`src/rtl/ma_trend_signal.sv`:
```
// Trend-following action generator: compares each averaged price with the previous one,
// applies a hysteresis threshold, tracks FLAT/LONG/SHORT and forwards one action beat per input beat.
module ma_trend_signal #(
    parameter int unsigned THRESH = 4,
    parameter int unsigned WARMUP = 16,
    parameter int unsigned CNT_W  = 16
) (
    input  logic             s_aclk,
    input  logic             s_aresetn,
    input  logic             s_axis_tvalid,
    input  logic [31:0]      s_axis_tdata,
    input  logic             s_axis_tlast,
    output logic             s_axis_tready,
    output logic             m_axis_tvalid,
    output logic [31:0]      m_axis_tdata,
    output logic [1:0]       m_axis_tuser,
    output logic             m_axis_tlast,
    input  logic             m_axis_tready,
    output logic [1:0]       position,
    output logic [CNT_W-1:0] buy_cnt,
    output logic [CNT_W-1:0] sell_cnt
);

    localparam int unsigned DATA_W = 32;
    localparam int unsigned DIFF_W = DATA_W + 1;
    localparam int unsigned SC_W   = (WARMUP < 1) ? 1 : $clog2(WARMUP + 1);

    localparam logic [1:0] ACT_HOLD  = 2'b00;
    localparam logic [1:0] ACT_BUY   = 2'b01;
    localparam logic [1:0] ACT_SELL  = 2'b10;
    localparam logic [1:0] POS_FLAT  = 2'b00;
    localparam logic [1:0] POS_LONG  = 2'b01;
    localparam logic [1:0] POS_SHORT = 2'b10;

    localparam logic signed [DIFF_W-1:0] THR_P   = DIFF_W'(THRESH);
    localparam logic signed [DIFF_W-1:0] THR_N   = -THR_P;
    localparam logic [SC_W-1:0]          SC_MAX  = SC_W'(WARMUP);
    localparam logic [CNT_W-1:0]         CNT_MAX = '1;

    typedef enum logic [1:0] {
        ST_IDLE = 2'd0,
        ST_EVAL = 2'd1,
        ST_SEND = 2'd2
    } state_t;

    state_t              r_state,      w_state;
    logic [DATA_W-1:0]   r_data,       w_data;
    logic                r_last,       w_last;
    logic [DATA_W-1:0]   r_prev,       w_prev;
    logic [SC_W-1:0]     r_sample_cnt, w_sample_cnt;
    logic [1:0]          r_position,   w_position;
    logic                r_s_tready,   w_s_tready;
    logic                r_m_tvalid,   w_m_tvalid;
    logic [DATA_W-1:0]   r_m_tdata,    w_m_tdata;
    logic [1:0]          r_m_tuser,    w_m_tuser;
    logic                r_m_tlast,    w_m_tlast;
    logic [CNT_W-1:0]    r_buy_cnt,    w_buy_cnt;
    logic [CNT_W-1:0]    r_sell_cnt,   w_sell_cnt;

    logic signed [DIFF_W-1:0] w_delta;
    logic signed [DIFF_W-1:0] w_delta_eff;

    // 33-bit signed difference so a full-range swing never wraps
    assign w_delta     = $signed({1'b0, r_data}) - $signed({1'b0, r_prev});
    assign w_delta_eff = (r_sample_cnt == '0) ? '0 : w_delta;

    always_ff @(posedge s_aclk or negedge s_aresetn) begin
        if (!s_aresetn) begin
            r_state      <= ST_IDLE;
            r_data       <= '0;
            r_last       <= 1'b0;
            r_prev       <= '0;
            r_sample_cnt <= '0;
            r_position   <= POS_FLAT;
            r_s_tready   <= 1'b0;
            r_m_tvalid   <= 1'b0;
            r_m_tdata    <= '0;
            r_m_tuser    <= ACT_HOLD;
            r_m_tlast    <= 1'b0;
            r_buy_cnt    <= '0;
            r_sell_cnt   <= '0;
        end else begin
            r_state      <= w_state;
            r_data       <= w_data;
            r_last       <= w_last;
            r_prev       <= w_prev;
            r_sample_cnt <= w_sample_cnt;
            r_position   <= w_position;
            r_s_tready   <= w_s_tready;
            r_m_tvalid   <= w_m_tvalid;
            r_m_tdata    <= w_m_tdata;
            r_m_tuser    <= w_m_tuser;
            r_m_tlast    <= w_m_tlast;
            r_buy_cnt    <= w_buy_cnt;
            r_sell_cnt   <= w_sell_cnt;
        end
    end

    always_comb begin
        w_state      = r_state;
        w_data       = r_data;
        w_last       = r_last;
        w_prev       = r_prev;
        w_sample_cnt = r_sample_cnt;
        w_position   = r_position;
        w_s_tready   = r_s_tready;
        w_m_tvalid   = r_m_tvalid;
        w_m_tdata    = r_m_tdata;
        w_m_tuser    = r_m_tuser;
        w_m_tlast    = r_m_tlast;
        w_buy_cnt    = r_buy_cnt;
        w_sell_cnt   = r_sell_cnt;

        case (r_state)
            ST_IDLE: begin
                w_s_tready = 1'b1;
                if (s_axis_tvalid && r_s_tready) begin
                    w_data     = s_axis_tdata;
                    w_last     = s_axis_tlast;
                    w_s_tready = 1'b0;
                    w_state    = ST_EVAL;
                end
            end

            ST_EVAL: begin
                w_m_tuser = ACT_HOLD;
                // Warmup masks actions while the upstream filter is still filling
                if (r_sample_cnt >= SC_MAX) begin
                    if ((w_delta_eff > THR_P) && (r_position != POS_LONG)) begin
                        w_m_tuser  = ACT_BUY;
                        w_position = POS_LONG;
                    end else if ((w_delta_eff < THR_N) && (r_position != POS_SHORT)) begin
                        w_m_tuser  = ACT_SELL;
                        w_position = POS_SHORT;
                    end
                end
                if ((w_m_tuser == ACT_BUY) && (r_buy_cnt != CNT_MAX)) begin
                    w_buy_cnt = r_buy_cnt + CNT_W'(1);
                end
                if ((w_m_tuser == ACT_SELL) && (r_sell_cnt != CNT_MAX)) begin
                    w_sell_cnt = r_sell_cnt + CNT_W'(1);
                end
                if (r_sample_cnt < SC_MAX) begin
                    w_sample_cnt = r_sample_cnt + SC_W'(1);
                end
                w_prev     = r_data;
                w_m_tdata  = r_data;
                w_m_tlast  = r_last;
                w_m_tvalid = 1'b1;
                w_state    = ST_SEND;
            end

            ST_SEND: begin
                if (r_m_tvalid && m_axis_tready) begin
                    w_m_tvalid = 1'b0;
                    w_s_tready = 1'b1;
                    w_state    = ST_IDLE;
                    // Session boundary: restart warmup and flatten, counters persist
                    if (r_m_tlast) begin
                        w_prev       = '0;
                        w_sample_cnt = '0;
                        w_position   = POS_FLAT;
                    end
                end
            end

            default: begin
                w_state = ST_IDLE;
            end
        endcase
    end

    assign s_axis_tready = r_s_tready;
    assign m_axis_tvalid = r_m_tvalid;
    assign m_axis_tdata  = r_m_tdata;
    assign m_axis_tuser  = r_m_tuser;
    assign m_axis_tlast  = r_m_tlast;
    assign position      = r_position;
    assign buy_cnt       = r_buy_cnt;
    assign sell_cnt      = r_sell_cnt;

endmodule

```
`config.mk`:
```
export PLATFORM = sky130hd
export DESIGN_NAME = ma_trend_signal
export DESIGN_NICKNAME = d
export VERILOG_FILES = /design/src/rtl/ma_trend_signal.sv
export SDC_FILE = /design/constraint.sdc
export NUM_CORES = 1
export LEC_CHECK = 0
export CORE_MARGIN = 4
export CORE_UTILIZATION = 60
export CTS_CLUSTER_SIZE = 12
export DETAILED_ROUTE_END_ITERATION = 8
export PLACE_DENSITY_LB_ADDON = 0.08
export RECOVER_POWER = 50
export SLEW_MARGIN = 20
export SYNTH_ARGS = -nofsm -noshare
export SYNTH_HDL_FRONTEND = slang
export SYNTH_SLANG_ARGS = --single-unit
```
`constraint.sdc`:
```
create_clock -name s_aclk -period 10.72 [get_ports s_aclk]
set_input_delay 3.216 -clock s_aclk [delete_from_list [all_inputs] [get_ports s_aclk]]
set_output_delay 3.216 -clock s_aclk [all_outputs]
set_load 0.05 [all_outputs]
```
-- Word-level counts from Yosys, hierarchy flattened
Cells that the tools add are included.
- bits in registers: 143
- word-level logic and storage cells: 80
- $add $sub $neg: 4
- $lt $le $gt $ge: 4
- equality and inequality tests: 14
- muxes and demuxes: 26
- reduce and logical (&&, ||, !) cells: 19
- operator list (kind ; number):
    two-way mux 32 bit ; 2
    case mux 32 bit (2 select lines) ; 1
    > comparator 33 x 4 -> 1 bit (second input constant) ; 1
    less-than comparator 33 x 3 -> 1 bit (second input constant) ; 1
    two-way mux 33 bit ; 1
    subtractor 32 x 32 -> 33 bit ; 1
    adder 16 x 1 -> 16 bit (second input constant) ; 2
    inequality test 16 bit (second input constant) ; 2
    two-way mux 2 bit ; 11
    two-way mux 5 bit ; 3
    inequality test 2 bit (second input constant) ; 6
    AND reduction 2 bit ; 6
    case mux 5 bit (2 select lines) ; 1
    logical AND 1 bit ; 6
    case mux 2 bit (3 select lines) ; 1
    adder 5 x 1 -> 5 bit (second input constant) ; 1
    >= comparator 5 bit (second input constant) ; 1
    logical NOT 5 bit ; 1
    less-than comparator 5 bit (second input constant) ; 1
    AND reduction 5 bit ; 1
    equality test 2 x 1 -> 1 bit (second input constant) ; 2
    equality test 2 bit (second input constant) ; 2
    case mux 1 bit (2 select lines) ; 2
    case mux 2 bit (2 select lines) ; 1
    other kinds (7) ; 10

-- Logic depth before layout (Yosys ltp)
- depth in word-level cells: 11
- depth in mapped cells: 15

-- Least setup slack after synthesis
OpenSTA, ideal clock, no wires.
- kind: input to register
- from: input port s_axis_tvalid
- to: register r_data[10]
- library setup time: 0.125 ns
- data arrival time: 4.699 ns
- setup slack: 5.896 ns
- cell stages on the path: 4
- cell sequence: nand2_1 nor3_1 clkbuf_1 mux2_2
- longest elaborated chain between the ends: 2
- RTL lines (what ; line ; source):
    start: declaration ; 10 ; input logic s_axis_tvalid,
    logical AND 1 bit ; 117 ; if (s_axis_tvalid && r_s_tready) begin
    AND reduction 2 bit (no line) ; n/a ;
    end signal: assignment ; 84 ; r_data <= w_data;
    end: declaration ; 47 ; logic [DATA_W-1:0] r_data, w_data;
Every way passes these cells.
A chain may end at the register's enable or synchronous reset.

==> run_results.csv <==
group,metric,value,unit
pwr,p_clk_frac,0.489,
clock_tree,htree_levels,4,
logic_synthesis,syn_area,0.008174,sq mm
setup_path,slowest_stage,"clkbuf_1",
clock_tree,cts_resized,0,
floorplan,rows,42,
clock_tree,clock_latency,0.42,ns
layout,areaGrowthSynthToFinish,20.24,%
clock_tree,clockRootBuffer,"clkbuf_16",
detailed_routing,ant_nets,0,
logic_synthesis,synth_compound_area_frac,0.1492,
timing,finalCriticalPeriod,6.416,ns
setup_path,worst_path_largest_cell_delay,2.47,ns
placement,gp_congestion,0.9674,
logic_synthesis,synth_top_area_frac,0.4378,
layout,final_layout_size_suffix_gt1_frac,0.07087,
placement,hpwl,14180,um
pwr,ir_drop,0.1008,mV
setup_path,cp_cell_sequence,"clkbuf_1 -> buf_4",
logic_synthesis,synthMuxAreaShare,0.05051,
timing,rsz0062_at_grt,"false",
pwr,total_power,1.104,mW
status,outcome,"complete, but fails checks",
setup_path,path_class,"input pin to asynchronous set/reset pin",
timing,slew_headroom,-1.380,
pwr,swShare,0.2109,
logic_synthesis,synth_flop_cell,"dfrtp_1",
pwr,p_per_area,112.3,mW/mm^2
logic_synthesis,synth-adder-area-share,0.05755,
setup_path,cp.required,11.13,ns
pwr,seqPwrFrac,0.489,
setup_path,timing.critical_path.buf_inv,2,
logic_synthesis,synth_fp_nets,983,
detailed_routing,post-route-drc-count,0,
logic_synthesis,synth_top_family_by_area,"simple AND/OR/NAND/NOR gates",
flow_run,drv_cap,6,
logic_synthesis,synth_top_cell_by_area,"dfrtp_1",
clock_tree,numClockSinks,143,
setup_path,worst_ep_arrival_time,6.83,ns
clock_tree,cts_buffers,17,
detailed_routing,first_pass_iters,5,
floorplan,fp.dieH,124.7,um
setup_path,cp-end-kind,"asynchronous set/reset pin",
timing,hold_violations,0,
clock_tree,cts_hold_buf,0,
detailed_routing,wire_per_inst,16.92,um
clock_tree,cts_tree,"yes",
layout,multi_input_area,0.004223,sq mm
clock_tree,cts.path.max_buffers,2,
floorplan,start_util,0.6148,
setup_path,critical_path.top_delay_family,"buffers and inverters",
layout,nNetsFinal,1080,
logic_synthesis,synthXorXnorAreaFrac,0.04822,
worst_hold_path,hold_path_class,"flop to flop",
logic_synthesis,async_flop_share,1.000,
grt,grt_pass1_wl,34100,um
logic_synthesis,synth_edf_count,0,
pwr,leakagePower,5.022,nW
grt,first_global_vias,6837,
logic_synthesis,ys_top_cells_by_area,"dfrtp_1 (44%), nand2_1 (9.2%), ha_1 (5.5%)",
status,violations,"max-capacitance violations, max-slew violations",
floorplan,die_x,124.7,um
floorplan,io_pins,108,
timing,finalSetupViolCount,0,
grt,grt_max_degree,78,
logic_synthesis,ys_types,77,
grt,antenna_found_initial,0,
placement,portBuffers,107,
clock_tree,cts.clk_slew.worst_paths,0.05,ns
detailed_routing,drt_iter0_drc,648,
detailed_routing,avgViaCountPerCell,5.924,
grt,grt_usage,0.2645,
logic_synthesis,ys_ff_latch,143,
logic_synthesis,ys_seq_area_frac,0.4378,
detailed_routing,dr_total_vias,7061,
layout,seq_area,0.003578,sq mm
timing,final_max_slew_viol_count,195,
layout,num_antenna_cells,0,
clock_tree,postCtsSetupBuffers,0,
logic_synthesis,yosysWarningCount,0,
timing,tns,0,ns
detailed_routing,finalWirelength,20170,um
timing,clock_skew,0.009322,ns
setup_path,critPathLaunchType,"input pin",
layout,n_fill_cell,1039,
pwr,power_switching,0.2328,mW
pwr,p_int,0.8711,mW
logic_synthesis,syn_avg_cell_area,8.992,sq um
floorplan,core,0.01330,sq mm
logic_synthesis,syn_inst,909,
timing,fmax,155.9,MHz
logic_synthesis,synthSimpleGateAreaFrac,0.2155,
floorplan,die_area,0.01556,sq mm
setup_path,crit_fanout,77,
pwr,combinationalPowerShare,0.021,
grt,grt_overflow_total,0,
timing,tightest_slew,3.570,ns
timing,finalCritPeriodShare,0.5985,
-- stage by stage --
stage | util | std cells | hold WS [ns] | cell area, sq um | setup WS (ns)
finish | 0.7392 | 1192 | 0.4702 | 9828 | 4.304
global route | 0.7392 | 1192 | 0.4893 | 9828 | 3.575
CTS | 0.7438 | 1192 | 0.4752 | 9889 | 5.548
detailed placement | 0.7047 | 1163 | 0.4564 | 9369 | 5.114
global placement | 0.7047 | 1163 | 0.4531 | 9369 | 5.156
floorplan | - | 909 | 0.4348 | 8174 | 5.896
-- metal layers --
| layer | vias up | global-route usage | part of all wire |
|---|---|---|---|
| li1 | 3390 | - | - |
| met1 | 3467 | 0.3823 | 0.47 |
| met2 | 188 | 0.4128 | 0.47 |
| met3 | 16 | 0.05060 | 0.047 |
| met4 | 0 | 0.06641 | 0.011 |
| met5 | - | 0 | 0 |
-- logic make-up (layout without fill, tap and decap cells) --
kind of cell               Yosys count  count (layout)
muxes                               37              37
DFF                                143             143
and+or+nand+nor                    379             379
AOI/OAI and AO/OA                  183             183
buffers and inverters               85             192
xor gates and xnor gates            45              45
adders and majority gates           37              37
-- layout by cell type (no fill, tap or decap), drive strengths merged, types with 14 or more instances in the layout --
master	instances
a21oi	71
clkbuf	25
clkdlybuf4s50	105
dfrtp	143
ha	36
inv	51
mux2	34
nand2	200
nand3	24
nand4	15
nor2	44
nor3	24
nor4	14
o21ai	35
xnor2	14
xor2	31
-- sequential cells by signal, indices dropped and copies added (netlist names) --
signal         cells
m_axis_tvalid      1
r_state            2
m_axis_tlast       1
r_sample_cnt       5
m_axis_tuser       2
position           2
s_axis_tready      1
r_prev            32
r_last             1
r_data            32
sell_cnt          16
m_axis_tdata      32
buy_cnt           16
-- power by group through the flow --
stage / Clock (mW) / Sequential [mW] / Combinational, mW
floorplan: 0 / 0.550 / 0.000289
global placement: 0 / 0.550 / 0.0246
detailed placement: 0 / 0.550 / 0.0246
CTS: 0.549 / 0.540 / 0.0248
global route: 0.572 / 0.540 / 0.0265
finish: 0.540 / 0.540 / 0.0236
-- synthesized netlist by cell type (all sizes together), types with 4 or more instances --
| cell | number |
|---|---|
| nand2 | 200 |
| dfrtp | 143 |
| a21oi | 71 |
| inv | 51 |
| nor2 | 44 |
| ha | 36 |
| o21ai | 35 |
| mux2 | 34 |
| xor2 | 31 |
| clkbuf | 24 |
| nand3 | 24 |
| nor3 | 24 |
| nand4 | 15 |
| nor4 | 14 |
| xnor2 | 14 |
| a21o | 13 |
| or3 | 12 |
| buf | 10 |
| and3 | 8 |
| nor2b | 8 |
| o211ai | 8 |
| and4 | 6 |
| a211oi | 5 |
| a31oi | 5 |
| a221oi | 4 |
| and2 | 4 |
| nor4b | 4 |
| o2111ai | 4 |
| or2 | 4 |
-- area by class of cell --
cell class / instances / share of cell area
Multi-Input combinational cell: 681 / 0.4297
Sequential cell: 143 / 0.3641
Timing Repair Buffer: 112 / 0.1114
Clock buffer: 22 / 0.04621
Tap cell: 176 / 0.02241
Inverter: 51 / 0.01948
Clock inverter: 7 / 0.006747
-- path summary, 6_finish.rpt --
check	cells past startpoint	start	slack [ns]	endpoint
min in group asynchronous	1	s_aresetn	4.01	r_data[2]$_DFFE_PN0P_
max reg2reg	14	r_data[0]$_DFFE_PN0P_	4.96	buy_cnt[7]$_DFFE_PN0P_
min	2	m_axis_tdata[3]$_DFFE_PN0P_	0.47	m_axis_tdata[3]$_DFFE_PN0P_
max	2	s_aresetn	4.30	r_data[26]$_DFFE_PN0P_
max in group s_aclk	5	s_axis_tvalid	4.79	r_data[9]$_DFFE_PN0P_
min reg2reg	2	m_axis_tdata[3]$_DFFE_PN0P_	0.47	m_axis_tdata[3]$_DFFE_PN0P_
Note: power is estimated with default switching activity, not from simulation.
